`config.mk`:
```
export PLATFORM = sky130hd
export DESIGN_NAME = wb_register_file_flat
export DESIGN_NICKNAME = d
export VERILOG_FILES = /design/src/rtl/wb_register_file_pkg.sv /design/src/rtl/wb_register_file_if.sv /design/src/rtl/wb_register_file_reg_read_bypass.sv /design/src/rtl/wb_register_file.sv /design/src/flat_wrapper.sv
export SDC_FILE = /design/constraint.sdc
export NUM_CORES = 2
export LEC_CHECK = 0
export CORE_MARGIN = 2
export CORE_UTILIZATION = 55
export DETAILED_ROUTE_END_ITERATION = 8
export GPL_TIMING_DRIVEN = 0
export PLACE_DENSITY = 0.8
export SYNTH_ARGS = -nofsm -noshare
export SYNTH_HDL_FRONTEND = slang
export SYNTH_SLANG_ARGS = --single-unit
```
`constraint.sdc`:
```
create_clock -name Clk -period 2.8 [get_ports Clk]
set_input_delay 0.56 -clock Clk [delete_from_list [all_inputs] [get_ports Clk]]
set_output_delay 0.56 -clock Clk [all_outputs]
set_load 0.05 [all_outputs]
```
`src/rtl/wb_register_file_pkg.sv`:
```
// Shared pipeline constants for the write-back register file and its consumers.
package wb_register_file_pkg;

  localparam int DATA_W = 32;
  localparam int ADDR_W = 5;

  localparam logic [4:0] REG_ZERO = 5'd0;
  // Link register targeted by jal when the WB mux selects the return PC.
  localparam logic [4:0] REG_RA   = 5'd31;

  localparam int         WRITE_COUNT_W   = 16;
  localparam logic [15:0] WRITE_COUNT_MAX = 16'hFFFF;

endpackage

```
`src/rtl/wb_register_file_if.sv`:
```
// Bus bundle between MEM/WB + ID + debug and the architectural register file.
interface wb_register_file_if #(
  parameter int DATA_W = 32,
  parameter int ADDR_W = 5
);

  logic              RegWrite;
  logic [ADDR_W-1:0] WriteReg;
  logic [DATA_W-1:0] WriteData;
  logic [ADDR_W-1:0] ReadReg1;
  logic [ADDR_W-1:0] ReadReg2;
  logic [DATA_W-1:0] ReadData1;
  logic [DATA_W-1:0] ReadData2;
  logic              HiLoWrite;
  logic [DATA_W-1:0] HiIn;
  logic [DATA_W-1:0] LoIn;
  logic [DATA_W-1:0] HiOut;
  logic [DATA_W-1:0] LoOut;
  logic [ADDR_W-1:0] DbgReg;
  logic [DATA_W-1:0] DbgData;
  logic [15:0]       WriteCount;

  modport master (
    output RegWrite, WriteReg, WriteData, ReadReg1, ReadReg2,
    output HiLoWrite, HiIn, LoIn, DbgReg,
    input  ReadData1, ReadData2, HiOut, LoOut, DbgData, WriteCount
  );

  modport slave (
    input  RegWrite, WriteReg, WriteData, ReadReg1, ReadReg2,
    input  HiLoWrite, HiIn, LoIn, DbgReg,
    output ReadData1, ReadData2, HiOut, LoOut, DbgData, WriteCount
  );

endinterface

```
`src/rtl/wb_register_file_reg_read_bypass.sv`:
```
// One read port: zero override, then same-cycle write forwarding, then stored value.
module reg_read_bypass #(
  parameter int DATA_W = 32,
  parameter bit BYPASS = 1'b1
) (
  input  logic [DATA_W-1:0] storedData,
  input  logic [DATA_W-1:0] writeData,
  input  logic              writeHit,
  input  logic              isZero,
  output logic [DATA_W-1:0] readData
);

  always_comb begin
    readData = storedData;
    if (isZero) begin
      readData = '0;
    end else if (BYPASS && writeHit) begin
      readData = writeData;
    end
  end

endmodule

```
`src/rtl/wb_register_file.sv`:
```
// Architectural GPR file with HI/LO pair, debug port and saturating commit counter.
module wb_register_file #(
  parameter int DATA_W = wb_register_file_pkg::DATA_W,
  parameter int ADDR_W = wb_register_file_pkg::ADDR_W,
  parameter bit BYPASS = 1'b1
) (
  input  logic                Clk,
  input  logic                Rst,
  wb_register_file_if.slave   bus
);
  import wb_register_file_pkg::*;

  localparam int DEPTH = 2 ** ADDR_W;
  localparam logic [ADDR_W-1:0] ZERO_IDX = ADDR_W'(REG_ZERO);

  logic [DATA_W-1:0] regFile [DEPTH];
  logic [DATA_W-1:0] hiReg;
  logic [DATA_W-1:0] loReg;
  logic [WRITE_COUNT_W-1:0] writeCount;

  logic gprCommit;
  logic hit1, hit2, hiLoHit;
  logic [DATA_W-1:0] rd1, rd2, hiOut, loOut;

  assign gprCommit = bus.RegWrite && (bus.WriteReg != ZERO_IDX);

  always_ff @(posedge Clk or negedge Rst) begin
    if (!Rst) begin
      for (int i = 0; i < DEPTH; i++) regFile[i] <= '0;
      hiReg      <= '0;
      loReg      <= '0;
      writeCount <= '0;
    end else begin
      if (gprCommit) begin
        regFile[bus.WriteReg] <= bus.WriteData;
        if (writeCount != WRITE_COUNT_MAX) writeCount <= writeCount + 16'd1;
      end
      if (bus.HiLoWrite) begin
        hiReg <= bus.HiIn;
        loReg <= bus.LoIn;
      end
    end
  end

  // Forwarding is suppressed while in reset so every output reads zero.
  assign hit1    = Rst && gprCommit && (bus.ReadReg1 == bus.WriteReg);
  assign hit2    = Rst && gprCommit && (bus.ReadReg2 == bus.WriteReg);
  assign hiLoHit = Rst && bus.HiLoWrite;

  reg_read_bypass #(.DATA_W(DATA_W), .BYPASS(BYPASS)) uRead1 (
    .storedData (regFile[bus.ReadReg1]),
    .writeData  (bus.WriteData),
    .writeHit   (hit1),
    .isZero     (bus.ReadReg1 == ZERO_IDX),
    .readData   (rd1)
  );

  reg_read_bypass #(.DATA_W(DATA_W), .BYPASS(BYPASS)) uRead2 (
    .storedData (regFile[bus.ReadReg2]),
    .writeData  (bus.WriteData),
    .writeHit   (hit2),
    .isZero     (bus.ReadReg2 == ZERO_IDX),
    .readData   (rd2)
  );

  reg_read_bypass #(.DATA_W(DATA_W), .BYPASS(BYPASS)) uReadHi (
    .storedData (hiReg),
    .writeData  (bus.HiIn),
    .writeHit   (hiLoHit),
    .isZero     (1'b0),
    .readData   (hiOut)
  );

  reg_read_bypass #(.DATA_W(DATA_W), .BYPASS(BYPASS)) uReadLo (
    .storedData (loReg),
    .writeData  (bus.LoIn),
    .writeHit   (hiLoHit),
    .isZero     (1'b0),
    .readData   (loOut)
  );

  assign bus.ReadData1  = rd1;
  assign bus.ReadData2  = rd2;
  assign bus.HiOut      = hiOut;
  assign bus.LoOut      = loOut;
  assign bus.DbgData    = regFile[bus.DbgReg];
  assign bus.WriteCount = writeCount;

endmodule

```
`src/flat_wrapper.sv`:
```
// flat-port wrapper written by rule: the top's interface ports become plain ports
module wb_register_file_flat import wb_register_file_pkg::*;
#(
  parameter int DATA_W = wb_register_file_pkg::DATA_W,
  parameter int ADDR_W = wb_register_file_pkg::ADDR_W,
  parameter bit BYPASS = 1'b1
)
  (Clk, Rst, bus_RegWrite, bus_WriteReg, bus_WriteData, bus_ReadReg1, bus_ReadReg2, bus_HiLoWrite, bus_HiIn, bus_LoIn, bus_DbgReg, bus_ReadData1, bus_ReadData2, bus_HiOut, bus_LoOut, bus_DbgData, bus_WriteCount);
  wb_register_file_if #(.DATA_W(DATA_W), .ADDR_W(ADDR_W)) bus_i ();
  input  logic Clk;
  input  logic Rst;
  input wire logic [$bits(bus_i.RegWrite)-1:0] bus_RegWrite;
  input wire logic [$bits(bus_i.WriteReg)-1:0] bus_WriteReg;
  input wire logic [$bits(bus_i.WriteData)-1:0] bus_WriteData;
  input wire logic [$bits(bus_i.ReadReg1)-1:0] bus_ReadReg1;
  input wire logic [$bits(bus_i.ReadReg2)-1:0] bus_ReadReg2;
  input wire logic [$bits(bus_i.HiLoWrite)-1:0] bus_HiLoWrite;
  input wire logic [$bits(bus_i.HiIn)-1:0] bus_HiIn;
  input wire logic [$bits(bus_i.LoIn)-1:0] bus_LoIn;
  input wire logic [$bits(bus_i.DbgReg)-1:0] bus_DbgReg;
  output wire logic [$bits(bus_i.ReadData1)-1:0] bus_ReadData1;
  output wire logic [$bits(bus_i.ReadData2)-1:0] bus_ReadData2;
  output wire logic [$bits(bus_i.HiOut)-1:0] bus_HiOut;
  output wire logic [$bits(bus_i.LoOut)-1:0] bus_LoOut;
  output wire logic [$bits(bus_i.DbgData)-1:0] bus_DbgData;
  output wire logic [$bits(bus_i.WriteCount)-1:0] bus_WriteCount;
  assign bus_i.RegWrite = bus_RegWrite;
  assign bus_i.WriteReg = bus_WriteReg;
  assign bus_i.WriteData = bus_WriteData;
  assign bus_i.ReadReg1 = bus_ReadReg1;
  assign bus_i.ReadReg2 = bus_ReadReg2;
  assign bus_i.HiLoWrite = bus_HiLoWrite;
  assign bus_i.HiIn = bus_HiIn;
  assign bus_i.LoIn = bus_LoIn;
  assign bus_i.DbgReg = bus_DbgReg;
  assign bus_ReadData1 = bus_i.ReadData1;
  assign bus_ReadData2 = bus_i.ReadData2;
  assign bus_HiOut = bus_i.HiOut;
  assign bus_LoOut = bus_i.LoOut;
  assign bus_DbgData = bus_i.DbgData;
  assign bus_WriteCount = bus_i.WriteCount;
  wb_register_file #(.DATA_W(DATA_W), .ADDR_W(ADDR_W), .BYPASS(BYPASS)) u_core (.Clk(Clk), .Rst(Rst), .bus(bus_i));
endmodule
```
Word-level counts from Yosys, hierarchy flattened --
Index checks and enable logic that the tools add are counted.
Cells by class: add/subtract/negate cells 1, magnitude comparators 5, equality and inequality tests 3, muxes and demuxes 18, bitwise gates (word level) 4, reductions and logical operators 10
Operators with widths (count):
- 1024-bit bitwise mux | 1
- 32-bit binary-select mux with 5-bit select | 3
- 32-bit two-way mux | 13
- 32-bit demux with 5-bit select | 1
- 6-bit greater-or-equal comparator, second input constant | 4
- 5-bit inverter with 6-bit output | 4
- 16-bit by 1-bit adder with 16-bit output, second input constant | 1
- 16-bit != test, second input constant | 1
- 5-bit equality test | 2
- 5-bit logical NOT | 2
- 1-bit logical AND | 6
- 6-bit by 1-bit less-than comparator with 1-bit output, second input constant | 1
- 5-bit nonzero test | 1
- 2-bit AND reduction | 1
Storage, ports and cells: register bits 1104, input port bits 120, output and inout port bits 176, word-level logic and storage cells 76

Logic depth before layout (Yosys ltp) --
depth after elaboration 6, gate-level depth with buffers 9

Cells and area by module --
Synthesis repeated with hierarchy kept, for this count alone.
Second synthesis, totals: cells, all modules 4510, area total of the unflattened synthesis 66269.8 um2
Modules (own cells, without submodules):
- wb_register_file | instances 1, cells each 4226, area an instance 64177.8 um2
- reg_read_bypass | instances 4, cells each 71, area an instance 523.0 um2

Worst setup path after synthesis --
No wires, ideal clock.
kind input to output, from input port bus_WriteReg[0], to output port bus_ReadData2[30], arrival time 3.045 ns, slack -0.805 ns, stages 7, path buffers 2, cell sequence buf_2 or2_2 o211ai_1 or4_1 clkbuf_1 and4_1 a211oi_1
On the way: longest elaborated chain between the ends 6, elaborated cells on any way between the ends 7
RTL lines:
- from (decl) | RTL line flat_wrapper.sv:13 | input wire logic [$bits(bus_i.WriteReg)-1:0] bus_WriteReg;
- 5-bit nonzero test | RTL line wb_register_file.sv:25 | assign gprCommit = bus.RegWrite && (bus.WriteReg != ZERO_IDX);
- 1-bit logical AND | RTL line wb_register_file.sv:25
- 1-bit logical AND | RTL line wb_register_file.sv:47 | assign hit2 = Rst && gprCommit && (bus.ReadReg2 == bus.WriteReg);
- 1-bit logical AND * | RTL line wb_register_file.sv:47
- 32-bit two-way mux * | RTL line wb_register_file_reg_read_bypass.sv:17 | end else if (BYPASS && writeHit) begin
- 32-bit two-way mux * | RTL line wb_register_file_reg_read_bypass.sv:15 | if (isZero) begin
- to (decl) | RTL line flat_wrapper.sv:22 | output wire logic [$bits(bus_i.ReadData2)-1:0] bus_ReadData2;
Mark *: on every way between the ends. The rest lies on a longest branch, timed or not.

Worst setup path after layout --
from input port bus_DbgReg[1], to output port bus_DbgData[27]
On the way: longest elaborated chain between the ends 4
RTL lines:
- from (decl) | RTL line flat_wrapper.sv:20 | input wire logic [$bits(bus_i.DbgReg)-1:0] bus_DbgReg;
- 5-bit inverter with 6-bit output (not written as such) | RTL line wb_register_file.sv:86 | assign bus.DbgData = regFile[bus.DbgReg];
- 32-bit binary-select mux with 5-bit select | RTL line wb_register_file.sv:86
- 32-bit two-way mux (not written as such) (2 in a row) | RTL line wb_register_file.sv:86
- to (decl) | RTL line flat_wrapper.sv:25 | output wire logic [$bits(bus_i.DbgData)-1:0] bus_DbgData;
Every way passes these cells. The select of a mux whose other input is x is not followed.

==> results.cfg <==
[sta]
finalMaxSlewViolations = 198
hold_ws_ns = 0.0581
hold_viol = 0
min_period_ns = 3.40
relSlewSlack_pct = -14.9
worstMarginPinSlew_ns = 1.72
fin_ws_ns = -0.597
finalClockSkew_ns = 0.00626
fmax_mhz = 294
setup_violations = 188
rsz0062_at_grt = yes
fin_crit_sh_pct = 121

[yosys]
yosys_register_bits = 1104
synth_compound_area_share_pct = 6.40
synth-xor-area-share_pct = 0.326
yosysUniqueCellTypes = 52
async_flop_share_pct = 100
synthFlopType = dfrtp_1
synth_simple_gate_area_share_pct = 1.45
yosysSeqAreaShare_pct = 41.1
syn_inst = 4750
yosysWarningCount = 0
avgSynthCellArea_sq_um = 14.1
synth_mux_area_share_pct = 47.1
synth_top_family_by_area = multiplexers
netlist_area_sq_um = 67200
synth_nets = 4871
synth_edf_count = 0
synth-adder-area-share_pct = 0.0186

[layout]
num-nets-final = 5720
drive_gt1_share_pct = 55.5
final_common_cell = mux2_2
layout_common_cells = 1122 x mux2_2, 1096 x dfrtp_1, 601 x mux4_2, 493 x mux2i_1, 343 x buf_4
area_delta_synth_final_pct = 28.6

[global_routing]
grt_max_degree = 179
grt_pass1_vias = 56617
grt_usage_pct = 52.2
antenna_found_initial = 22
grt.overflow.total = 0
grt_pass1_wl_um = 445000

[place]
numPortBuffers = 284
place_hpwl_um = 208000
routabilityCongestion = 1.06
place_ws_ns = -3.66

[critical_path]
end_kind = output pin
cp-start-kind = input pin
path_cells = buf_2, buf_4, mux4_2, mux4_2, mux2_4, buf_6
cpMostUsedCell = mux4_2
required_ns = 2.24
criticalPathCategory = in2out
slowest_stage = mux4_2
crit_arrival_ns = 2.84
max_stage_delay_ns = 0.50
critPathMaxFanout = 10

[routing]
drt_first_pass_iters = 9
post_drt_wl_per_cell_um = 45.1
ant_nets = 0
vias = 58163
viasPerCell = 7.93
first_iter_violations = 10551
drc_errors = 1
routed_wl_um = 331000

[clocking]
cts_tree = done
clk_pin_slew_ns = 0.05
insertion_delay_ns = 0.84
cts_made_buffers = 131
clkSinkCount = 1104
clockRootBuffer = clkbuf_16
clock_path_buffers = 3
htree_levels = 4

[outcome]
violations = design-rule violations, max-capacitance violations, max-slew violations, negative setup slack
status = complete, but fails checks

[job]
cap_violations = 18

[power]
p_leak_nw = 37.5
max-vdd-ir-drop_mv = 0.855
powerDensity_nw_per_um2 = 669

[die]
pin_count = 296
core_sq_um = 122000
die_w_um = 354
rows = 128
dieArea_sq_um = 125000
die_y_um = 354
start_util_pct = 55.3

[worst_hold_path]
min_path_type = in2async
metal layers:
layer	share of wire (%)	GRT usage, %	up-vias
met3	18	33.4	2141
met1	32	59.7	29239
li1	-	-	20475
met5	0.42	6.42	-
met2	39	67.9	6256
met4	10	41.1	52
cells in the mapped netlist, drive strengths merged, types with 9 or more instances:
cell type / count / share of area [%]
o221a: 19 / 0.32
mux2: 1157 / 19
o21a: 22 / 0.25
nand3: 12 / 0.089
a221oi: 64 / 0.83
o22ai: 9 / 0.084
buf: 241 / 1.9
dfrtp: 1104 / 41
a31oi: 24 / 0.22
a21oi: 95 / 0.71
nor2b: 26 / 0.24
a22oi: 143 / 1.6
mux4: 601 / 20
nor2: 18 / 0.10
o2111ai: 22 / 0.29
mux2i: 506 / 7.5
clkbuf: 315 / 1.8
a21o: 21 / 0.23
o211ai: 85 / 0.95
xnor2: 18 / 0.23
nand2: 73 / 0.41
o21ai: 84 / 0.63
a211oi: 23 / 0.26
through the flow:
step	instance area, sq um	total power [mW]	instances	setup TNS [ns]	utilization, %
4_1_cts	84800	56.0	7222	-33.77	69.8
2_1_floorplan	68500	31.8	4750	-1.51	-
3_3_place_gp	73300	36.4	6659	-	60.3
6_report	86400	57.8	7335	-47.71	71.1
5_1_grt	86400	58.8	7322	-36.70	71.1
3_5_place_dp	73600	37.0	6668	-1203.85	60.5
power breakdown:
part	total [mW]	switching (mW)	internal, mW
Sequential	21.7	2.84	18.9
Clock	17.5	7.51	9.95
Combinational	18.6	9.10	9.54
worst max-delay path: cells and delay by family:
family                 cells  cell delay [ns]
muxes                      3             1.24
buffers and inverters      3             1.02
cells by family (layout without fill, tap and decap cells):
family,Yosys count,in the layout
buffers and inverters,557,1501
muxes,2264,2264
other,0,16
and+or+nand+nor,185,185
AOI/OAI and AO/OA,614,614
DFF,1104,1104
adders and majority gates,1,1
xor gates and xnor gates,25,25
final timing paths:
kind,endpoint,startpoint,slack (ns),depth (start not counted)
max in group asynchronous,u_core.regFile[752]$_DFFE_PN0P_,Rst,0.45,6
worst min-delay path,u_core.regFile[986]$_DFFE_PN0P_,Rst,0.06,3
worst max-delay path,bus_DbgData[27],bus_DbgReg[1],-0.60,6
min in group Clk,u_core.bus.WriteCount[15]$_DFFE_PN0P_,bus_RegWrite,0.31,5
worst min register to register,u_core.hiReg[6]$_DFFE_PN0P_,u_core.hiReg[6]$_DFFE_PN0P_,0.50,1
worst max register to register,u_core.bus.WriteCount[4]$_DFFE_PN0P_,u_core.bus.WriteCount[6]$_DFFE_PN0P_,0.65,5
flip-flops by register name (all words and copies together), names as in the netlist:
signal / flops
u_core.regFile: 1024
u_core.bus.WriteCount: 16
u_core.loReg: 32
u_core.hiReg: 32
layout make-up:
type | count | area [sq um]
buffer | 550 | 5690
clock inverter | 43 | 448
fill | 7916 | 35100
inverter | 1 | 3.75
multi-input combinational | 3089 | 39300
timing repair buffer | 722 | 7520
antenna | 16 | 40.0
clock buffer | 185 | 3770
tap | 1625 | 2030
sequential | 1104 | 27600
what timing repair did:
item / in CTS / in global routing
gates cloned: 30 / 6
resized for setup: 1859 / 276
hold buffers: 5 / 0
endpoints found under the setup margin: 532 / 317
pin swaps: 75 / 112
endpoints found under the hold margin: 57 / 0
buffers inserted: 296 / 98
(Power assumes the default switching activity.)
